File: config.mk
export PLATFORM = sky130hd
export DESIGN_NAME = truth_table_sweeper_flat
export DESIGN_NICKNAME = d
export VERILOG_FILES = /design/src/rtl/truth_table_sweeper_if.sv /design/src/rtl/truth_table_sweeper.sv /design/src/flat_wrapper.sv
export SDC_FILE = /design/constraint.sdc
export NUM_CORES = 1
export LEC_CHECK = 0
export BUFFER_PORTS_ARGS = -buffer_cell sky130_fd_sc_hd__buf_2
export CORE_MARGIN = 4
export CORE_UTILIZATION = 50
export DETAILED_ROUTE_END_ITERATION = 7
export GPL_TIMING_DRIVEN = 0
export PLACE_DENSITY_LB_ADDON = 0.05
export SETUP_SLACK_MARGIN = 0.3
export SYNTH_ARGS = -nofsm -noshare
export SYNTH_HDL_FRONTEND = slang
export SYNTH_SLANG_ARGS = --single-unit
File: constraint.sdc
create_clock -name clk -period 3.1 [get_ports clk]
set_clock_uncertainty 0.2 [all_clocks]
set_input_delay 0.465 -clock clk [delete_from_list [all_inputs] [get_ports clk]]
set_output_delay 0.465 -clock clk [all_outputs]
set_load 0.03 [all_outputs]
File: src/rtl/truth_table_sweeper_if.sv
// Handshake/status bundle between the truth-table sweeper and the environment it checks.
// Optional first-error ports are present only when TT_FIRST_ERR_EN is defined.
interface truth_table_sweeper_if #(
  parameter int N_IN = 4
);
  logic            start;
  logic            dut_f;
  logic [N_IN-1:0] vec_out;
  logic            busy;
  logic            done;
  logic            pass;
  logic [N_IN:0]   err_cnt;
`ifdef TT_FIRST_ERR_EN
  logic [N_IN-1:0] first_err_vec;
  logic            first_err_vld;

  modport master (
    input  start, dut_f,
    output vec_out, busy, done, pass, err_cnt, first_err_vec, first_err_vld
  );
  modport slave (
    output start, dut_f,
    input  vec_out, busy, done, pass, err_cnt, first_err_vec, first_err_vld
  );
`else
  modport master (
    input  start, dut_f,
    output vec_out, busy, done, pass, err_cnt
  );
  modport slave (
    output start, dut_f,
    input  vec_out, busy, done, pass, err_cnt
  );
`endif
endinterface

File: src/rtl/truth_table_sweeper.sv
// Exhaustive stimulus/check engine for an N_IN-input, 1-output combinational DUT.
// Optional feature macro: TT_FIRST_ERR_EN (captures the first failing vector).
module truth_table_sweeper #(
  parameter int                       N_IN   = 4,
  parameter int                       SETTLE = 1,
  parameter logic [(1 << N_IN) - 1:0] EXP_TT = '0
) (
  input logic                   clk,
  input logic                   rst_n,
  truth_table_sweeper_if.master tt
);

  typedef enum logic [1:0] {
    IDLE = 2'd0,
    RUN  = 2'd1,
    DONE = 2'd2
  } state_t;

  localparam logic [N_IN-1:0] LAST_VEC   = '1;
  localparam logic [7:0]      SETTLE_CNT = 8'(SETTLE);
  localparam logic [N_IN:0]   ERR_MAX    = (N_IN + 1)'(1 << N_IN);

  state_t        state;
  logic [7:0]    cnt;
  logic          mismatch;
  logic [N_IN:0] err_nxt;

  // NOTE: every always_comb output gets a default first so no path leaves it unassigned (no latch).
  always_comb begin
    mismatch = 1'b0;
    err_nxt  = tt.err_cnt;
    mismatch = (tt.dut_f != EXP_TT[tt.vec_out]);
    if (mismatch && (tt.err_cnt != ERR_MAX)) err_nxt = tt.err_cnt + 1'b1;
  end

  // NOTE: sequential state uses non-blocking assignments so all registers update together at the edge.
  always_ff @(posedge clk) begin
    // NOTE: reset is synchronous; every register, including status outputs, returns to a known value.
    if (!rst_n) begin
      state      <= IDLE;
      cnt        <= '0;
      tt.vec_out <= '0;
      tt.busy    <= 1'b0;
      tt.done    <= 1'b0;
      tt.pass    <= 1'b0;
      tt.err_cnt <= '0;
`ifdef TT_FIRST_ERR_EN
      tt.first_err_vec <= '0;
      tt.first_err_vld <= 1'b0;
`endif
    end else begin
      unique case (state)
        IDLE, DONE: begin
          if (tt.start) begin
            state      <= RUN;
            cnt        <= SETTLE_CNT;
            tt.vec_out <= '0;
            tt.busy    <= 1'b1;
            tt.done    <= 1'b0;
            tt.pass    <= 1'b0;
            tt.err_cnt <= '0;
`ifdef TT_FIRST_ERR_EN
            tt.first_err_vec <= '0;
            tt.first_err_vld <= 1'b0;
`endif
          end
        end
        RUN: begin
          if (cnt != 8'd0) begin
            cnt <= cnt - 8'd1;
          end else begin
            // Sample edge: the current vector has been held SETTLE+1 cycles.
            tt.err_cnt <= err_nxt;
`ifdef TT_FIRST_ERR_EN
            if (mismatch && !tt.first_err_vld) begin
              tt.first_err_vec <= tt.vec_out;
              tt.first_err_vld <= 1'b1;
            end
`endif
            if (tt.vec_out != LAST_VEC) begin
              tt.vec_out <= tt.vec_out + 1'b1;
              cnt        <= SETTLE_CNT;
            end else begin
              state      <= DONE;
              tt.vec_out <= '0;
              tt.busy    <= 1'b0;
              tt.done    <= 1'b1;
              tt.pass    <= (err_nxt == '0);
            end
          end
        end
        default: state <= IDLE;
      endcase
    end
  end

endmodule
File: src/flat_wrapper.sv
// flat-port wrapper written by rule: the top's interface ports become plain ports
module truth_table_sweeper_flat 
#(
  parameter int                       N_IN   = 4,
  parameter int                       SETTLE = 1,
  parameter logic [(1 << N_IN) - 1:0] EXP_TT = '0
)
  (clk, rst_n, tt_start, tt_dut_f, tt_vec_out, tt_busy, tt_done, tt_pass, tt_err_cnt);
  truth_table_sweeper_if #(.N_IN(N_IN)) tt_i ();
  input logic clk;
  input logic rst_n;
  input wire logic [$bits(tt_i.start)-1:0] tt_start;
  input wire logic [$bits(tt_i.dut_f)-1:0] tt_dut_f;
  output wire logic [$bits(tt_i.vec_out)-1:0] tt_vec_out;
  output wire logic [$bits(tt_i.busy)-1:0] tt_busy;
  output wire logic [$bits(tt_i.done)-1:0] tt_done;
  output wire logic [$bits(tt_i.pass)-1:0] tt_pass;
  output wire logic [$bits(tt_i.err_cnt)-1:0] tt_err_cnt;
  assign tt_i.start = tt_start;
  assign tt_i.dut_f = tt_dut_f;
  assign tt_vec_out = tt_i.vec_out;
  assign tt_busy = tt_i.busy;
  assign tt_done = tt_i.done;
  assign tt_pass = tt_i.pass;
  assign tt_err_cnt = tt_i.err_cnt;
  truth_table_sweeper #(.N_IN(N_IN), .SETTLE(SETTLE), .EXP_TT(EXP_TT)) u_core (.clk(clk), .rst_n(rst_n), .tt(tt_i));
endmodule
==> qor.txt, run 1 <==
Synth Area per Inst -> 8.194 um2
Net Count, Synth -> 153
Initial Util -> 52.83%
slowest cell on the critical path -> nor4_2
outcome -> completed
DP Cell Count -> 187
CP Launch Type -> flop
unrepaired setup endpoints after global routing -> yes
pin count of the biggest net entering global routing -> 12
CP Capture Type -> flop
Skew-Pair Late Insertion Delay -> 310 ps
nets -> 173
CP arrival -> 2580 ps
Reg area -> 440.4 um2
multi-input logic area -> 700.7 um2
Clock Tree Buf Depth -> 2
vias in the first global route -> 1,024
Worst VDD drop -> 401.2 uV
drt pass-1 iters -> 4
total grt overflow -> 0
DRC viols -> 0
routed vias/inst -> 5.784
Final setup viols -> 0
Final min period -> 2573 ps
HPWL after DPL -> 1848 um
post-route insts no fill -> 190
Post-synth EDFFs -> 0
sequential-to-total area share from yosys stat -> 37.33%
async set-or-reset flop fraction in the synthesized netlist -> 0%
commonest cells after routing, fill and taps aside -> dfxtp_1, nor2_1, buf_2, a21oi_1, nand2_1
total number of vias -> 1,099
Antenna Violating Nets Remaining -> 0
Die H -> 56.58 um
hold_buf cts -> 0
port bufs -> 15
Total GRT Usage -> 16.83%
Worst-Margin Slew -> 806.5 ps
max-cap violations -> 0
crit-path leading delay family -> simple AND/OR/NAND/NOR gates
synthesis-to-finish area growth -> 11.24%
Max Clk Rate -> 0.3887 GHz
Clock Pin Slew Worst Setup and Hold Paths -> 120 ps
crit path buf inv count -> 0
hold_ws -> 242.2 ps
fillers -> 225
Unique masters post-synth -> 37
drt wl/cell -> 13.03 um
Core Region -> 2233 um2
post_cts resized -> 0
first-pass GRT wire length -> 4409 um
Crit path required time -> 3100 ps
Seq cells post-synth -> 22
final hold vios -> 0
H-tree levels -> 1
Die ar. -> 3201 um2
slowest stage delay, CP -> 730 ps
CTS Buf Count -> 3
initial antenna violation count -> 0
Antenna Cells -> 0
Post-Syn Instances -> 144
Leakage -> 0.5232 nW
# clock sinks -> 22
CTS tree -> built
Post-Syn Area -> 1180 um2
Sum Neg Setup Slack -> 0 ps
crit-path cells -> or4_4, nor4_2, nor2_1, o2111ai_1, o41ai_1
Max Transition Viols Final -> 0
HP Class -> in -> reg
Synth warnings -> 0
power per cell area -> 459.9 nW/um2
Setup Buffers After CTS -> 0
# rows -> 17
Iter 0 DRT Violations -> 45
total power draw -> 0.0006036 W
ratio of cells with drive above 1 in the final layout -> 16.05%
Final GP Congestion -> 0.7655
die span in x -> 56.58 um
Final Cycle Share -> 82.99%
Core Util, Final -> 58.77%
Worst Path Max Fanout -> 8
Setup Crit Path Kind -> reg -> reg
main flop type after synthesis -> dfxtp_1
Slew HR -> 45.79%
final WL -> 2475 um
I/O pin total -> 16
Root Driver -> clkbuf_4
commonest non-fill, non-tap cell in the layout -> dfxtp_1
## stage by stage
stage	cell area, um2	worst slack, ps
2_1_floorplan	1180	679.7
3_3_place_gp	1290	521.5
3_5_place_dp	1290	517.5
4_1_cts	1313	501.1
5_1_grt	1313	296.1
6_report	1313	527.2
## flip-flops by register name, indices dropped and copies added, names as in the netlist
name               cells
u_core.tt.vec_out      4
u_core.state           2
u_core.tt.err_cnt      5
u_core.tt.pass         1
u_core.tt.done         1
u_core.tt.busy         1
u_core.cnt             8
## synth_stat cells, drive strengths merged, types with 4 or more instances
cell type,number,share of area [%]
inv,6,1.9
ha,5,5.3
and2,4,2.1
nand3,4,1.7
nand2,10,3.2
a21boi,4,2.5
nor2,19,6.0
a21oi,11,4.7
nor2b,6,3.2
dfxtp,22,37
clkbuf,4,1.4
o21ai,7,3.0
xnor2,4,3.0
nor3,6,2.5
## where the power goes
part / leakage [nW] / switching, W / internal (W) / total, W
combinational: 0.330 / 0.0000916 / 0.0000618 / 0.000153
clock: 0.0138 / 0.0000865 / 0.0000454 / 0.000132
sequential: 0.179 / 0.0000185 / 0.000300 / 0.000318
## cell type report
type,count,area share (%)
plain buffers,4,1.239
flip-flops and latches,22,33.56
well taps,28,2.669
repair buffers,15,5.720
inverters,6,1.716
clock buffers,3,1.716
multi-input cells,112,53.38
## final timing paths
kind	startpoint	to	slack, ps	cells after the start
worst max-delay path	u_core.cnt[2]$_SDFFE_PN0P_	u_core.tt.vec_out[3]$_SDFFE_PN0P_	530	5
worst min-delay path	rst_n	u_core.tt.err_cnt[3]$_SDFFE_PN0P_	240	2
worst max register to register	u_core.cnt[2]$_SDFFE_PN0P_	u_core.tt.vec_out[3]$_SDFFE_PN0P_	530	5
worst min register to register	u_core.tt.pass$_SDFFE_PN0P_	u_core.tt.pass$_SDFFE_PN0P_	280	2
## per-layer routing
| metal | part of all wire (%) | track usage (%) |
|---|---|---|
| met2 | 45 | 25.91 |
| met1 | 49 | 23.35 |
| met4 | 1.4 | 6.780 |
| met3 | 4.6 | 2.529 |
| met5 | 0 | 0 |
## kinds of logic (layout without fill, tap and decap cells)
logic type      count (synthesis)  after routing  share of synthesized area (%)
simple gates                   62             62                          27.15
fa+ha+maj                       5              5                          5.302
mux                             1              1                         0.8484
compound gates                 39             39                          22.38
buf+inv                        10             28                          3.287
xor+xnor                        5              5                          3.711
flops                          22             22                          37.33
Note: power is estimated with default switching activity, not from simulation.
==> run 2: changes to the inputs <==
Clock period 3.1 ns to 2.35 ns, I/O delays scaled along.
==> run 2 against run 1 <==
Against the previous run: final cell count rose by 10%; sequential power rose by 33%; final area rose by 27%; non-clock buffer count rose by 18; register-to-register slack got worse by 410 ps; hold slack got worse by 120 ps; via count rose by 13%; combinational power rose to 2.5 times the previous value.
==> qor.txt, run 2 (synthesis results as in run 1) <==
Reg power frac -> 42.6% (was 52.7%)
crit-path leading delay family -> simple AND/OR/NAND/NOR gates (unchanged)
CP Launch Type -> flop (unchanged)
Antenna Cells -> 0 (unchanged)
reg2reg end -> u_core.cnt[6]$_SDFFE_PN0P_ (was u_core.tt.vec_out[3]$_SDFFE_PN0P_)
port bufs -> 15 (unchanged)
slowest cell on the critical path -> or4_4 (was nor4_2)
H-tree levels -> 1 (unchanged)
met3 Use GR -> 2.069% (was 2.529%)
Die ar. -> 3201 um2 (unchanged)
Leakage -> 0.6872 nW (was 0.5232 nW)
# clock sinks -> 22 (unchanged)
slowest stage delay, CP -> 540 ps (was 730 ps)
HP Class -> in -> reg (unchanged)
commonest non-fill, non-tap cell in the layout -> buf_2 (was dfxtp_1)
drt wl/cell -> 15.88 um (was 13.03 um)
met1 Track Usage GR -> 25.07% (was 23.35%)
Setup Crit Path Kind -> reg -> reg (unchanged)
HPWL after DPL -> 1886 um (was 1848 um)
ratio of cells with drive above 1 in the final layout -> 44.75% (was 16.05%)
Total GRT Usage -> 19.37% (was 16.83%)
CTS Buf Count -> 3 (unchanged)
Max Transition Viols Final -> 0 (unchanged)
Root Driver -> clkbuf_4 (unchanged)
CP startpoint -> u_core.cnt[3]$_SDFFE_PN0P_ (was u_core.cnt[2]$_SDFFE_PN0P_)
total number of vias -> 1,246 (was 1,099)
combinational share of power -> 38.7% (was 25.4%)
nets -> 191 (was 173)
Sum Neg Setup Slack -> 0 ps (unchanged)
Iter 0 DRT Violations -> 44 (was 45)
Final GP Congestion -> 0.8147 (was 0.7655)
crit path buf inv count -> 2 (was 0)
Core Util, Final -> 74.85% (was 58.77%)
max-cap violations -> 0 (unchanged)
Initial Util -> 52.83% (unchanged)
Antenna Violating Nets Remaining -> 0 (unchanged)
Worst Path Max Fanout -> 7 (was 8)
hold_ws -> 122.3 ps (was 242.2 ps)
die span in x -> 56.58 um (unchanged)
max reg flops -> 8 (unchanged)
Slew HR -> 53.89% (was 45.79%)
CTS tree -> built (unchanged)
pin count of the biggest net entering global routing -> 13 (was 12)
Sw Ratio -> 34.74% (was 32.58%)
Final min period -> 2228 ps (was 2573 ps)
outcome -> completed (unchanged)
initial antenna violation count -> 0 (unchanged)
Crit path required time -> 2360 ps (was 3100 ps)
final hold vios -> 0 (unchanged)
Final setup viols -> 0 (unchanged)
GR Util met2 -> 33.66% (was 25.91%)
routed vias/inst -> 5.962 (was 5.784)
FF-to-FF setup slack -> 120 ps (was 530 ps)
synthesis-to-finish area growth -> 41.68% (was 11.24%)
Final Cycle Share -> 94.80% (was 82.99%)
vias in the first global route -> 1,071 (was 1,024)
Skew-Pair Late Insertion Delay -> 310 ps (about the same)
first-pass GRT wire length -> 4933 um (was 4409 um)
CP Capture Type -> flop (unchanged)
I/O pin total -> 16 (unchanged)
Reg2Reg Depth -> 6 (was 5)
Clock Pin Slew Worst Setup and Hold Paths -> 120 ps (about the same)
# rows -> 17 (unchanged)
Worst VDD drop -> 494.0 uV (was 401.2 uV)
worst reg2reg path startpoint -> u_core.cnt[3]$_SDFFE_PN0P_ (was u_core.cnt[2]$_SDFFE_PN0P_)
total grt overflow -> 0 (unchanged)
Core Region -> 2233 um2 (unchanged)
Crit path depth -> 6 (was 5)
CP arrival -> 2240 ps (was 2580 ps)
critical path endpoint -> u_core.cnt[6]$_SDFFE_PN0P_ (was u_core.tt.vec_out[3]$_SDFFE_PN0P_)
final WL -> 3318 um (was 2475 um)
Top reg by flops -> u_core.cnt (unchanged)
drt pass-1 iters -> 4 (unchanged)
crit-path cells -> or4_4, or4_1, clkbuf_8, buf_6, o21ai_4, nor2_1 (was or4_4, nor4_2, nor2_1, o2111ai_1, o41ai_1)
Clock Tree Buf Depth -> 2 (unchanged)
Worst-Margin Slew -> 690.3 ps (was 806.5 ps)
clock power share -> 18.7% (was 21.9%)
Int Pwr -> 0.0006465 W (was 0.0004069 W)
unrepaired setup endpoints after global routing -> yes (unchanged)
fillers -> 155 (was 225)
Switch Pwr -> 0.0003441 W (was 0.0001967 W)
Largest regs -> u_core.cnt: 8 flops, u_core.tt.err_cnt: 5 flops, u_core.tt.vec_out: 4 flops (unchanged)
Max Clk Rate -> 0.4489 GHz (was 0.3887 GHz)
Die H -> 56.58 um (unchanged)
power per cell area -> 592.6 nW/um2 (was 459.9 nW/um2)
GR peak layer -> met2 (unchanged)
hold_buf cts -> 0 (unchanged)
commonest cells after routing, fill and taps aside -> buf_2, nor2_1, dfxtp_1, buf_4, a21oi_1 (was dfxtp_1, nor2_1, buf_2, a21oi_1, nand2_1)
DRC viols -> 0 (unchanged)
## run 2: changes by cell type in the layout (fill, tap and decap cells not counted), sizes merged
| cell | before | now |
|---|---|---|
| buf | 15 | 34 |
## run 2: repair_timing
action                                  in CTS  in global routing
pin swaps                                   13                  9
resized for setup                           16                 34
endpoints found under the setup margin      20                 21
setup buffers                               13                  5
## run 2: metal layers
layer  wire [um]  up-vias
li1            -      600
met1        1417      590
met2        1669       46
met3         142       10
met4          89        0
met5           0        -
## run 2: worst min-delay path by stage
stage                                       from                           endpoint  slack [ps]  cells past startpoint
floorplan           u_core.state[1]$_SDFFE_PN0P_       u_core.state[1]$_SDFFE_PN0P_         290                      2
finish                                     rst_n  u_core.tt.err_cnt[3]$_SDFFE_PN0P_         120                      2
global placement     u_core.tt.busy$_SDFFE_PN0P_        u_core.tt.busy$_SDFFE_PN0P_         250                      2
global route                               rst_n  u_core.tt.err_cnt[3]$_SDFFE_PN0P_         120                      2
detailed placement   u_core.tt.done$_SDFFE_PN0P_        u_core.tt.done$_SDFFE_PN0P_         260                      2
CTS                                        rst_n  u_core.tt.err_cnt[3]$_SDFFE_PN0P_         110                      2
## run 2: cell type report
class	instances	area, um2	share of cell area [%]
Buffer	4	27.53	1.647
Clock buffer	4	26.28	1.572
Inverter	6	22.52	1.347
Multi-Input combinational cell	112	880.8	52.69
Sequential cell	22	454.2	27.17
Tap cell	28	35.03	2.096
Timing Repair Buffer	33	225.2	13.47
## run 2: through the flow
stage | total power, W | setup slack (ps) | cell area [um2] | instances
floorplan | 0.0005868 | 171.1 | 1200 | 144
global placement | 0.0006285 | -167.8 | 1310 | 187
detailed placement | 0.0006325 | -195.0 | 1310 | 187
CTS | 0.0009085 | 125.2 | 1509 | 204
global route | 0.001037 | 16.95 | 1672 | 209
finish | 0.0009906 | 122.2 | 1672 | 209
## run 2: power groups by stage
stage / registers, W / logic, W / clock network, W
floorplan: 0.000431 / 0.000155 / 0
global placement: 0.000426 / 0.000202 / 0
detailed placement: 0.000427 / 0.000206 / 0
CTS: 0.000417 / 0.000304 / 0.000187
global route: 0.000425 / 0.000408 / 0.000205
finish: 0.000422 / 0.000384 / 0.000185
